[config.mk]
export PLATFORM = sky130hd
export DESIGN_NAME = posit_sum_stream_normalize
export DESIGN_NICKNAME = d
export VERILOG_FILES = /design/src/rtl/posit_sum_stream_normalize.sv
export SDC_FILE = /design/constraint.sdc
export NUM_CORES = 1
export LEC_CHECK = 0
export BUFFER_PORTS_ARGS = -buffer_cell sky130_fd_sc_hd__buf_4
export CORE_MARGIN = 10
export CORE_UTILIZATION = 32
export CTS_CLUSTER_DIAMETER = 60
export DETAILED_ROUTE_END_ITERATION = 8
export PLACE_DENSITY = 0.52
export SLEW_MARGIN = 20
export SYNTH_ARGS = -nofsm -noshare
export SYNTH_HDL_FRONTEND = slang
export SYNTH_SLANG_ARGS = --single-unit
[constraint.sdc]
create_clock -name clk -period 7.12 [get_ports clk]
set_input_delay 0.356 -clock clk [delete_from_list [all_inputs] [get_ports clk]]
set_output_delay 0.356 -clock clk [all_outputs]
set_load 0.1 [all_outputs]
[src/rtl/posit_sum_stream_normalize.sv]
// Normalizes raw serialized es=2 posit sums from positadd_4_raw into N-bit posits
// through a 2-stage pipeline, then buffers them in a small valid/ready FIFO.
module posit_sum_stream_normalize #(
  parameter int N     = 32,
  parameter int ES    = 2,
  parameter int SUM_W = 42,
  parameter int DEPTH = 4
) (
  input  logic             clk,
  input  logic             reset,
  input  logic [SUM_W-1:0] in_raw,
  input  logic             in_done,
  input  logic             in_truncated,
  output logic [N-1:0]     out_data,
  output logic             out_valid,
  input  logic             out_ready,
  output logic             overflow,
  output logic [15:0]      result_count
);

  localparam int SCALE_W = 8;
  localparam int GRD_W   = 4;
  localparam int FRAC_W  = SUM_W - 1 - SCALE_W - GRD_W - 2;
  localparam int TAIL_W  = ES + FRAC_W + GRD_W;
  localparam int PAD_W   = N;
  localparam int X_W     = 2 + TAIL_W + PAD_W;
  localparam int AW      = $clog2(DEPTH);

  localparam logic signed [SCALE_W-1:0] MAX_SCALE = SCALE_W'((N - 2) << ES);
  localparam logic signed [SCALE_W-1:0] MIN_SCALE = SCALE_W'(-((N - 2) << ES));
  localparam logic [N-1:0] MAXPOS = {1'b0, {(N-1){1'b1}}};
  localparam logic [N-1:0] MINPOS = {{(N-1){1'b0}}, 1'b1};
  localparam logic [N-1:0] NAR    = {1'b1, {(N-1){1'b0}}};

  typedef struct packed {
    logic              sign;
    logic [SCALE_W-1:0] scale;
    logic [FRAC_W-1:0] frac;
    logic [GRD_W-1:0]  grd;
    logic              inf;
    logic              zero;
  } raw_t;

  // Stage 1: capture the adder output on in_done.
  logic             s1_valid_q;
  logic [SUM_W-1:0] s1_raw_q;
  logic             s1_trunc_q;

  // NOTE: sequential state uses non-blocking assignments so every register
  // samples pre-edge values, independent of process ordering.
  always_ff @(posedge clk or posedge reset) begin
    if (reset) begin
      s1_valid_q <= 1'b0;
      s1_raw_q   <= '0;
      s1_trunc_q <= 1'b0;
    end else begin
      s1_valid_q <= in_done;
      if (in_done) begin
        s1_raw_q   <= in_raw;
        s1_trunc_q <= in_truncated;
      end
    end
  end

  // Stage 2 combinational encoder: regime/exponent/fraction placement and RNE.
  raw_t                      f;
  logic signed [SCALE_W-1:0] scale_s;
  logic        [SCALE_W-1:0] k;
  logic                      k_neg;
  logic        [SCALE_W-1:0] sh;
  logic signed [X_W-1:0]     x_s;
  logic        [X_W-1:0]     y;
  logic        [N-2:0]       body;
  logic                      rnd_bit;
  logic                      sticky;
  logic                      round_up;
  logic        [N-1:0]       rounded;
  logic        [N-1:0]       mag;
  logic        [N-1:0]       norm_d;

  // NOTE: every always_comb output gets a default first so no path can infer a latch.
  always_comb begin
    f        = raw_t'(s1_raw_q);
    scale_s  = f.scale;
    k        = scale_s >>> ES;
    k_neg    = k[SCALE_W-1];
    // Seeding with 10 (k>=0) or 01 (k<0) and sign-extending by k or ~k yields
    // exactly k+1 ones then a zero, or -k zeros then a one.
    sh       = k_neg ? ~k : k;
    x_s      = {(k_neg ? 2'b01 : 2'b10), f.scale[ES-1:0], f.frac, f.grd, {PAD_W{1'b0}}};
    y        = x_s >>> sh;
    body     = y[X_W-1 -: N-1];
    rnd_bit  = y[X_W-N];
    sticky   = (|y[X_W-N-1:0]) | s1_trunc_q;
    round_up = rnd_bit & (sticky | body[0]);
    rounded  = {1'b0, body} + {{(N-1){1'b0}}, round_up};

    mag = rounded;
    if (scale_s > MAX_SCALE || rounded[N-1]) begin
      mag = MAXPOS;
    end else if (scale_s < MIN_SCALE || rounded == '0) begin
      mag = MINPOS;
    end

    norm_d = f.sign ? (~mag + MINPOS) : mag;
    if (f.inf) begin
      norm_d = NAR;
    end else if (f.zero) begin
      norm_d = '0;
    end
  end

  logic         s2_valid_q;
  logic [N-1:0] s2_data_q;

  always_ff @(posedge clk or posedge reset) begin
    if (reset) begin
      s2_valid_q <= 1'b0;
      s2_data_q  <= '0;
    end else begin
      s2_valid_q <= s1_valid_q;
      s2_data_q  <= norm_d;
    end
  end

  // Output FIFO; pointers carry an extra wrap bit to tell full from empty.
  logic [N-1:0]  mem_q [DEPTH];
  logic [AW:0]   wr_ptr_q, wr_ptr_d;
  logic [AW:0]   rd_ptr_q, rd_ptr_d;
  logic [N-1:0]  out_data_q, out_data_d;
  logic          overflow_q, overflow_d;
  logic [15:0]   count_q, count_d;
  logic          empty, full, pop, push, drop;

  always_comb begin
    empty    = (wr_ptr_q == rd_ptr_q);
    full     = (wr_ptr_q[AW] != rd_ptr_q[AW]) && (wr_ptr_q[AW-1:0] == rd_ptr_q[AW-1:0]);
    pop      = !empty && out_ready;
    push     = s2_valid_q && (!full || pop);
    drop     = s2_valid_q && full && !pop;
    wr_ptr_d = wr_ptr_q + {{AW{1'b0}}, push};
    rd_ptr_d = rd_ptr_q + {{AW{1'b0}}, pop};
    count_d  = count_q + {15'd0, push};
    overflow_d = overflow_q | drop;

    // The head register follows the entry at rd_ptr_d; when that slot is the
    // one being written this cycle, forward the incoming result instead.
    out_data_d = out_data_q;
    if (push && rd_ptr_d == wr_ptr_q) begin
      out_data_d = s2_data_q;
    end else if (pop && rd_ptr_d != wr_ptr_q) begin
      out_data_d = mem_q[rd_ptr_d[AW-1:0]];
    end
  end

  // NOTE: the storage array has no reset; validity is tracked by the pointers
  // alone, so clearing the data would only cost reset fan-out.
  always_ff @(posedge clk) begin
    if (push) begin
      mem_q[wr_ptr_q[AW-1:0]] <= s2_data_q;
    end
  end

  always_ff @(posedge clk or posedge reset) begin
    if (reset) begin
      wr_ptr_q   <= '0;
      rd_ptr_q   <= '0;
      out_data_q <= '0;
      overflow_q <= 1'b0;
      count_q    <= '0;
    end else begin
      wr_ptr_q   <= wr_ptr_d;
      rd_ptr_q   <= rd_ptr_d;
      out_data_q <= out_data_d;
      overflow_q <= overflow_d;
      count_q    <= count_d;
    end
  end

  assign out_data     = out_data_q;
  assign out_valid    = !empty;
  assign overflow     = overflow_q;
  assign result_count = count_q;

endmodule

==> results of run 1 <==
## timing repair
action                                 CTS  global route
setup endpoints to repair                0             3
endpoints found under the hold margin  112             0
resized for setup                        0             3
hold buffers                            40             0
## registers in the layout, summed over array words and instances, names as in the netlist
register,flops
f,42
mem_q,128
out_data,32
overflow,1
rd_ptr_q,3
result_count,16
s1_trunc_q,1
s1_valid_q,1
s2_data_q,32
s2_valid_q,1
wr_ptr_q,3
## cells by family after synthesis
| family | Yosys count | synth area share |
|---|---|---|
| fa+ha+maj | 14 | 0.0107 |
| xor+xnor | 69 | 0.0398 |
| simple gates | 467 | 0.172 |
| compound gates | 454 | 0.193 |
| mux | 77 | 0.0798 |
| flops | 260 | 0.457 |
| buf+inv | 168 | 0.0475 |
## synthesized netlist by cell type (35+ instances only)
library cell / n / area, um2
edfxtp_1: 128 / 3840
o22ai_1: 53 / 332
clkbuf_1: 86 / 323
nand2_1: 99 / 372
mux4_2: 35 / 788
and3_1: 43 / 269
a21oi_1: 128 / 641
xnor2_1: 50 / 438
dfrtp_1: 132 / 3300
nor2_1: 72 / 270
nand3_1: 45 / 225
o21ai_0: 76 / 380
## per-stage QoR
| stage | setup WS, ns | instance area, um2 | hold WS (ns) | util |
|---|---|---|---|---|
| 2_1_floorplan | 0.382 | 15600 | 0.331 | - |
| 4_1_cts | 0.401 | 18700 | 0.000237 | 0.390 |
| 3_3_place_gp | 0.537 | 17300 | 0.375 | 0.361 |
| 3_5_place_dp | 0.415 | 17300 | 0.377 | 0.361 |
| 6_report | 0.374 | 18700 | 0.0281 | 0.390 |
| 5_1_grt | 0.000179 | 18700 | 0.00876 | 0.390 |
## final timing paths
check,endpoint,slack (ns),cells past startpoint
max in group asynchronous,out_data[15]$_DFFE_PP0P_,5.35,4
max reg2reg,s2_data_q[30]$_DFF_PP0_,0.37,25
max,s2_data_q[30]$_DFF_PP0_,0.37,25
min,f[25]$_DFFE_PP0P_,0.03,2
min in group asynchronous,wr_ptr_q[0]$_DFF_PP0_,0.45,3
min reg2reg,s2_valid_q$_DFF_PP0_,0.39,0
## power by group
part | switching (mW) | internal, mW | total [mW] | leakage, nW
Clock | 0.626 | 0.898 | 1.52 | 0.483
Combinational | 2.46 | 1.37 | 3.83 | 3.88
Sequential | 0.249 | 1.98 | 2.23 | 2.85
## cell type report
cell class,count,area share
inverter,26,0.00548
clock buffer,46,0.0472
tap,615,0.0411
multi-input combinational,1081,0.416
sequential,260,0.382
timing repair buffer,242,0.103
clock inverter,12,0.00594
## layer usage
| metal | share of wire | up-vias |
|---|---|---|
| met3 | 0.068 | 102 |
| met1 | 0.44 | 6681 |
| met4 | 0.025 | 0 |
| met5 | 0 | - |
| li1 | - | 6128 |
| met2 | 0.47 | 569 |
==> out/qor.yml, run 1 <==
route:
  viasPerCell: 5.91
  wl_per_cell_um: 23.2
  num_vias: 13480
  drt_iter0_drc: 1353
  ant_nets: 0
  drt_wl_total_um: 52900
  drc_errors: 0
  first_pass_iters: 6
sta:
  hold_viol: 0
  rsz0062_at_grt: "false"
  min_period_over_period: 0.948
  worst_clock_skew_ns: 0.0163
  finalCriticalPeriod_ns: 6.75
  fin_tns_setup_ns: 0
  tightest_slew_ns: 1.17
  slew_headroom: 0.212
  slew_viol_final: 0
  setup_viol: 0
  fmax_mhz: 148
yosys:
  synth_cell_types: 98
  syn-instance-count: 1509
  syn_nets: 1567
  yosys_warnings: 0
  synth_seq_cells: 260
  synth_edf_count: 128
  avgSynthCellArea_um2: 10.4
  synth_ff_type: "dfrtp_1"
  synthArstFlopShare: 0.508
  synth_area_mm2: 0.0156
  ys_seq_area_frac: 0.457
global_routing:
  busiest_layer: "met2"
  grt_first_pass_wirelength_um: 81900
  first_global_vias: 13305
  grt_antenna_before_repair: 0
  gr-usage-met2: 0.290
  grt_overflow: 0
  grt_max_degree: 81
  grt_use_met3: 0.0283
  grtUsageTotal: 0.179
  grt_util_met1: 0.244
critical_path:
  required_ns: 7.57
  crit_start: "f[40]$_DFFE_PP0P_"
  start_kind: "flip-flop"
  cp_slowest_cell: "or4_1"
  max_stage_delay_ns: 0.57
  crit_buf_inv: 3
  end_kind: "flip-flop"
  worstPathMaxFanout: 80
  critical_path_class: "flip-flop to flip-flop"
  r2r-start: "f[40]$_DFFE_PP0P_"
  critical-path-top-delay-family: "simple AND/OR/NAND/NOR gates"
  arrival_ns: 7.20
pwr:
  total_power_mw: 7.59
  power.density_mw_per_mm2: 405
  p_leak_nw: 7.22
  vdd_drop_max_uv: 283
clock_network:
  cts.sinks: 260
  post-cts-setup-buffers: 0
  root_buffer: "clkbuf_16"
  clock_latency_ns: 0.58
  cts_tree: "done"
  cts_made_buffers: 31
  cts.reportedPaths.clkPinSlew_ns: 0.06
  clk_path_buf_depth: 3
  htreeDepth: 1
floorplanning:
  ioPinCount: 97
  start_util: 0.325
  rows: 80
  die_y_um: 241
  core_area_mm2: 0.0480
  fp.dieArea_mm2: 0.0581
  die_width_um: 241
final_layout:
  antennaDiodeCount: 0
  final_common_cell: "buf_4"
  final_cell_mix: "buf_4, dfrtp_1, edfxtp_1"
  nFillCells: 4750
  drive_gt1_frac: 0.216
  regArea_mm2: 0.00715
  multi_input_area_mm2: 0.00779
  layout.nets: 1700
  area_growth_pct: 19.8
  final_cells: 2282
place:
  portBuffers: 96
  dp_hpwl_um: 37600
  gp_congestion: 0.966
  dp.cells: 2184
min_path:
  min-delay-start: "in_raw[25]"
  min_path_type: "input port to flip-flop"
status:
  status: "completed"
flow_run:
  maxCapViolCount: 0
(Power assumes the default switching activity.)
==> run 2: changes to the inputs <==
Settings changed: CORE_UTILIZATION 32 to 56, PLACE_DENSITY 0.52 to 0.76.
==> out/qor.yml, run 2 (same netlist as run 1, synthesis figures left out) <==
status:
  status: "completed"  # unchanged
route:
  ant_nets: 0  # unchanged
  wl_met2_um: 23300  # was 24800 um
  dr_wl_met3_um: 4470  # was 3590 um
  drt_iter0_drc: 2029  # was 1353
  num_vias: 13539  # was 13480
  viasPerCell: 6.80  # was 5.91
  first_pass_iters: 6  # unchanged
  drt_wl_total_um: 49200  # was 52900 um
  drc_errors: 0  # unchanged
  highest_layer: "met4"  # unchanged
  wl_met1_um: 19900  # was 23200 um
  wl_per_cell_um: 24.7  # was 23.2 um
pwr:
  power.share.switching: 0.440  # about the same
  vdd_drop_max_uv: 228  # was 283 uV
  seqPwrFrac: 0.299  # was 0.294
  switchingPower_mw: 3.32  # was 3.34 mW
  intPower_mw: 4.23  # was 4.25 mW
  p_clk_frac: 0.201  # about the same
  power.density_mw_per_mm2: 419  # was 405 mW/mm2
  combPwrFrac: 0.500  # was 0.505
  total_power_mw: 7.55  # was 7.59 mW
  p_leak_nw: 7.02  # was 7.22 nW
final_layout:
  final_common_cell: "buf_4"  # unchanged
  largest_register_ffs: 128  # unchanged
  antennaDiodeCount: 0  # unchanged
  drive_gt1_frac: 0.221  # was 0.216
  area_growth_pct: 15.3  # was 19.8%
  layout.nets: 1648  # was 1700
  final_util: 0.650  # was 0.390
  final_cells: 1990  # was 2282
  final_cell_mix: "buf_4, dfrtp_1, edfxtp_1"  # unchanged
clock_network:
  post-cts-setup-buffers: 0  # unchanged
  cts_tree: "done"  # unchanged
  cts_made_buffers: 28  # was 31
  clock_latency_ns: 0.56  # was 0.58 ns
  clk_path_buf_depth: 3  # unchanged
  cts.sinks: 260  # unchanged
  cts.reportedPaths.clkPinSlew_ns: 0.06  # about the same
  root_buffer: "clkbuf_16"  # unchanged
  htreeDepth: 1  # unchanged
floorplanning:
  fp.dieArea_mm2: 0.0350  # was 0.0581 mm2
  start_util: 0.564  # was 0.325
  rows: 61  # was 80
  die_y_um: 187  # was 241 um
  ioPinCount: 97  # unchanged
  core_area_mm2: 0.0277  # was 0.0480 mm2
  die_width_um: 187  # was 241 um
critical_path:
  worstPathCellList: "or4bb_1, a21oi_1, or4_1, or3_1, mux4_2, nand2b_4, inv_1, ha_1, and4b_1, nand2_1, nor4_1, buf_4, nand3_1, xor2_1, or4_4, nor3_4, a41oi_4, a21oi_2, ha_2, nand3_1, o32a_1, o41ai_2, xor2_1, nor2_1"
  critical-path-top-delay-family: "simple AND/OR/NAND/NOR gates"  # unchanged
  critical_path_class: "flip-flop to flip-flop"  # unchanged
  end_kind: "flip-flop"  # unchanged
  worstPathMaxFanout: 15  # was 80
  crit_buf_inv: 2  # was 3
  max_stage_delay_ns: 0.58  # was 0.57 ns
  arrival_ns: 7.04  # was 7.20 ns
  required_ns: 7.51  # was 7.57 ns
  start_kind: "flip-flop"  # unchanged
  cp_slowest_cell: "or4_4"  # was or4_1
place:
  dp_hpwl_um: 34600  # was 37600 um
  portBuffers: 96  # unchanged
  dp.cells: 1933  # was 2184
  gp_congestion: 1.04  # was 0.966
global_routing:
  grt_overflow: 0  # unchanged
  grt_antenna_before_repair: 0  # unchanged
  grt_first_pass_wirelength_um: 76600  # was 81900 um
  grt_max_degree: 90  # was 81
  first_global_vias: 12939  # was 13305
  grtUsageTotal: 0.270  # was 0.179
sta:
  worst_clock_skew_ns: 0.0403  # was 0.0163 ns
  finalCriticalPeriod_ns: 6.65  # was 6.75 ns
  setup_viol: 0  # unchanged
  fin_tns_setup_ns: 0  # unchanged
  fmax_mhz: 150  # was 148 MHz
  hold_viol: 0  # unchanged
  hold_ws_ns: 0.00735  # was 0.0281 ns
  rsz0062_at_grt: "false"  # unchanged
  slew_headroom: 0.371  # was 0.212
  slew_viol_final: 0  # unchanged
  tightest_slew_ns: 0.932  # was 1.17 ns
  min_period_over_period: 0.934  # was 0.948
flow_run:
  maxCapViolCount: 0  # unchanged
min_path:
  min_path_type: "input port to flip-flop"  # unchanged
run 2: cell type report:
type | count | area, um2
clock buffers | 33 | 751
clock inverters | 19 | 235
repair buffers | 193 | 1490
flip-flops and latches | 260 | 7150
multi-input cells | 1081 | 7820
inverters | 26 | 103
fillers | 2197 | 9680
well taps | 378 | 473
run 2: final timing paths:
kind | depth (start not counted) | endpoint | slack, ns | startpoint
min in group asynchronous | 3 | result_count[13]$_DFF_PP0_ | 0.50 | reset
setup reg to reg | 24 | s2_data_q[30]$_DFF_PP0_ | 0.47 | f[40]$_DFFE_PP0P_
hold / removal | 3 | f[35]$_DFFE_PP0P_ | 0.007 | in_raw[35]
setup / recovery | 24 | s2_data_q[30]$_DFF_PP0_ | 0.47 | f[40]$_DFFE_PP0P_
max in group asynchronous | 4 | f[40]$_DFFE_PP0P_ | 5.49 | reset
hold reg to reg | 0 | s2_valid_q$_DFF_PP0_ | 0.35 | s1_valid_q$_DFF_PP0_
run 2: stage by stage:
stage | setup slack, ns | area (um2)
finish | 0.473 | 18000
CTS | 0.0168 | 17900
detailed placement | 0.121 | 16900
global placement | 0.262 | 16900
global route | 0.0979 | 18000
floorplan | 0.382 | 15600
run 2: timing repair:
| action | CTS | global route |
|---|---|---|
| setup endpoints to repair | 0 | 13 |
| hold endpoints to repair | 13 | 0 |
| hold buffers | 5 | 0 |
| resized for setup | 0 | 21 |
run 2: metal layers:
metal | up-vias | GRT usage
met3 | 129 | 0.0470
met5 | - | 0
met1 | 6677 | 0.367
met2 | 736 | 0.431
li1 | 5997 | -
met4 | 0 | 0.0887
run 2: worst min-delay path: cells and delay by family:
kind	cells	cell delay, ns
compound gates	1	0.06
buf+inv	1	0.08
simple gates	1	0.04
run 2: power by group through the flow:
| stage | sequential (mW) | clock [mW] | combinational, mW |
|---|---|---|---|
| 3_5_place_dp | 2.27 | 0 | 3.71 |
| 6_report | 2.26 | 1.52 | 3.77 |
| 4_1_cts | 2.25 | 1.54 | 3.75 |
| 5_1_grt | 2.29 | 1.61 | 4.00 |
| 2_1_floorplan | 2.92 | 0 | 2.06 |
| 3_3_place_gp | 2.25 | 0 | 3.66 |
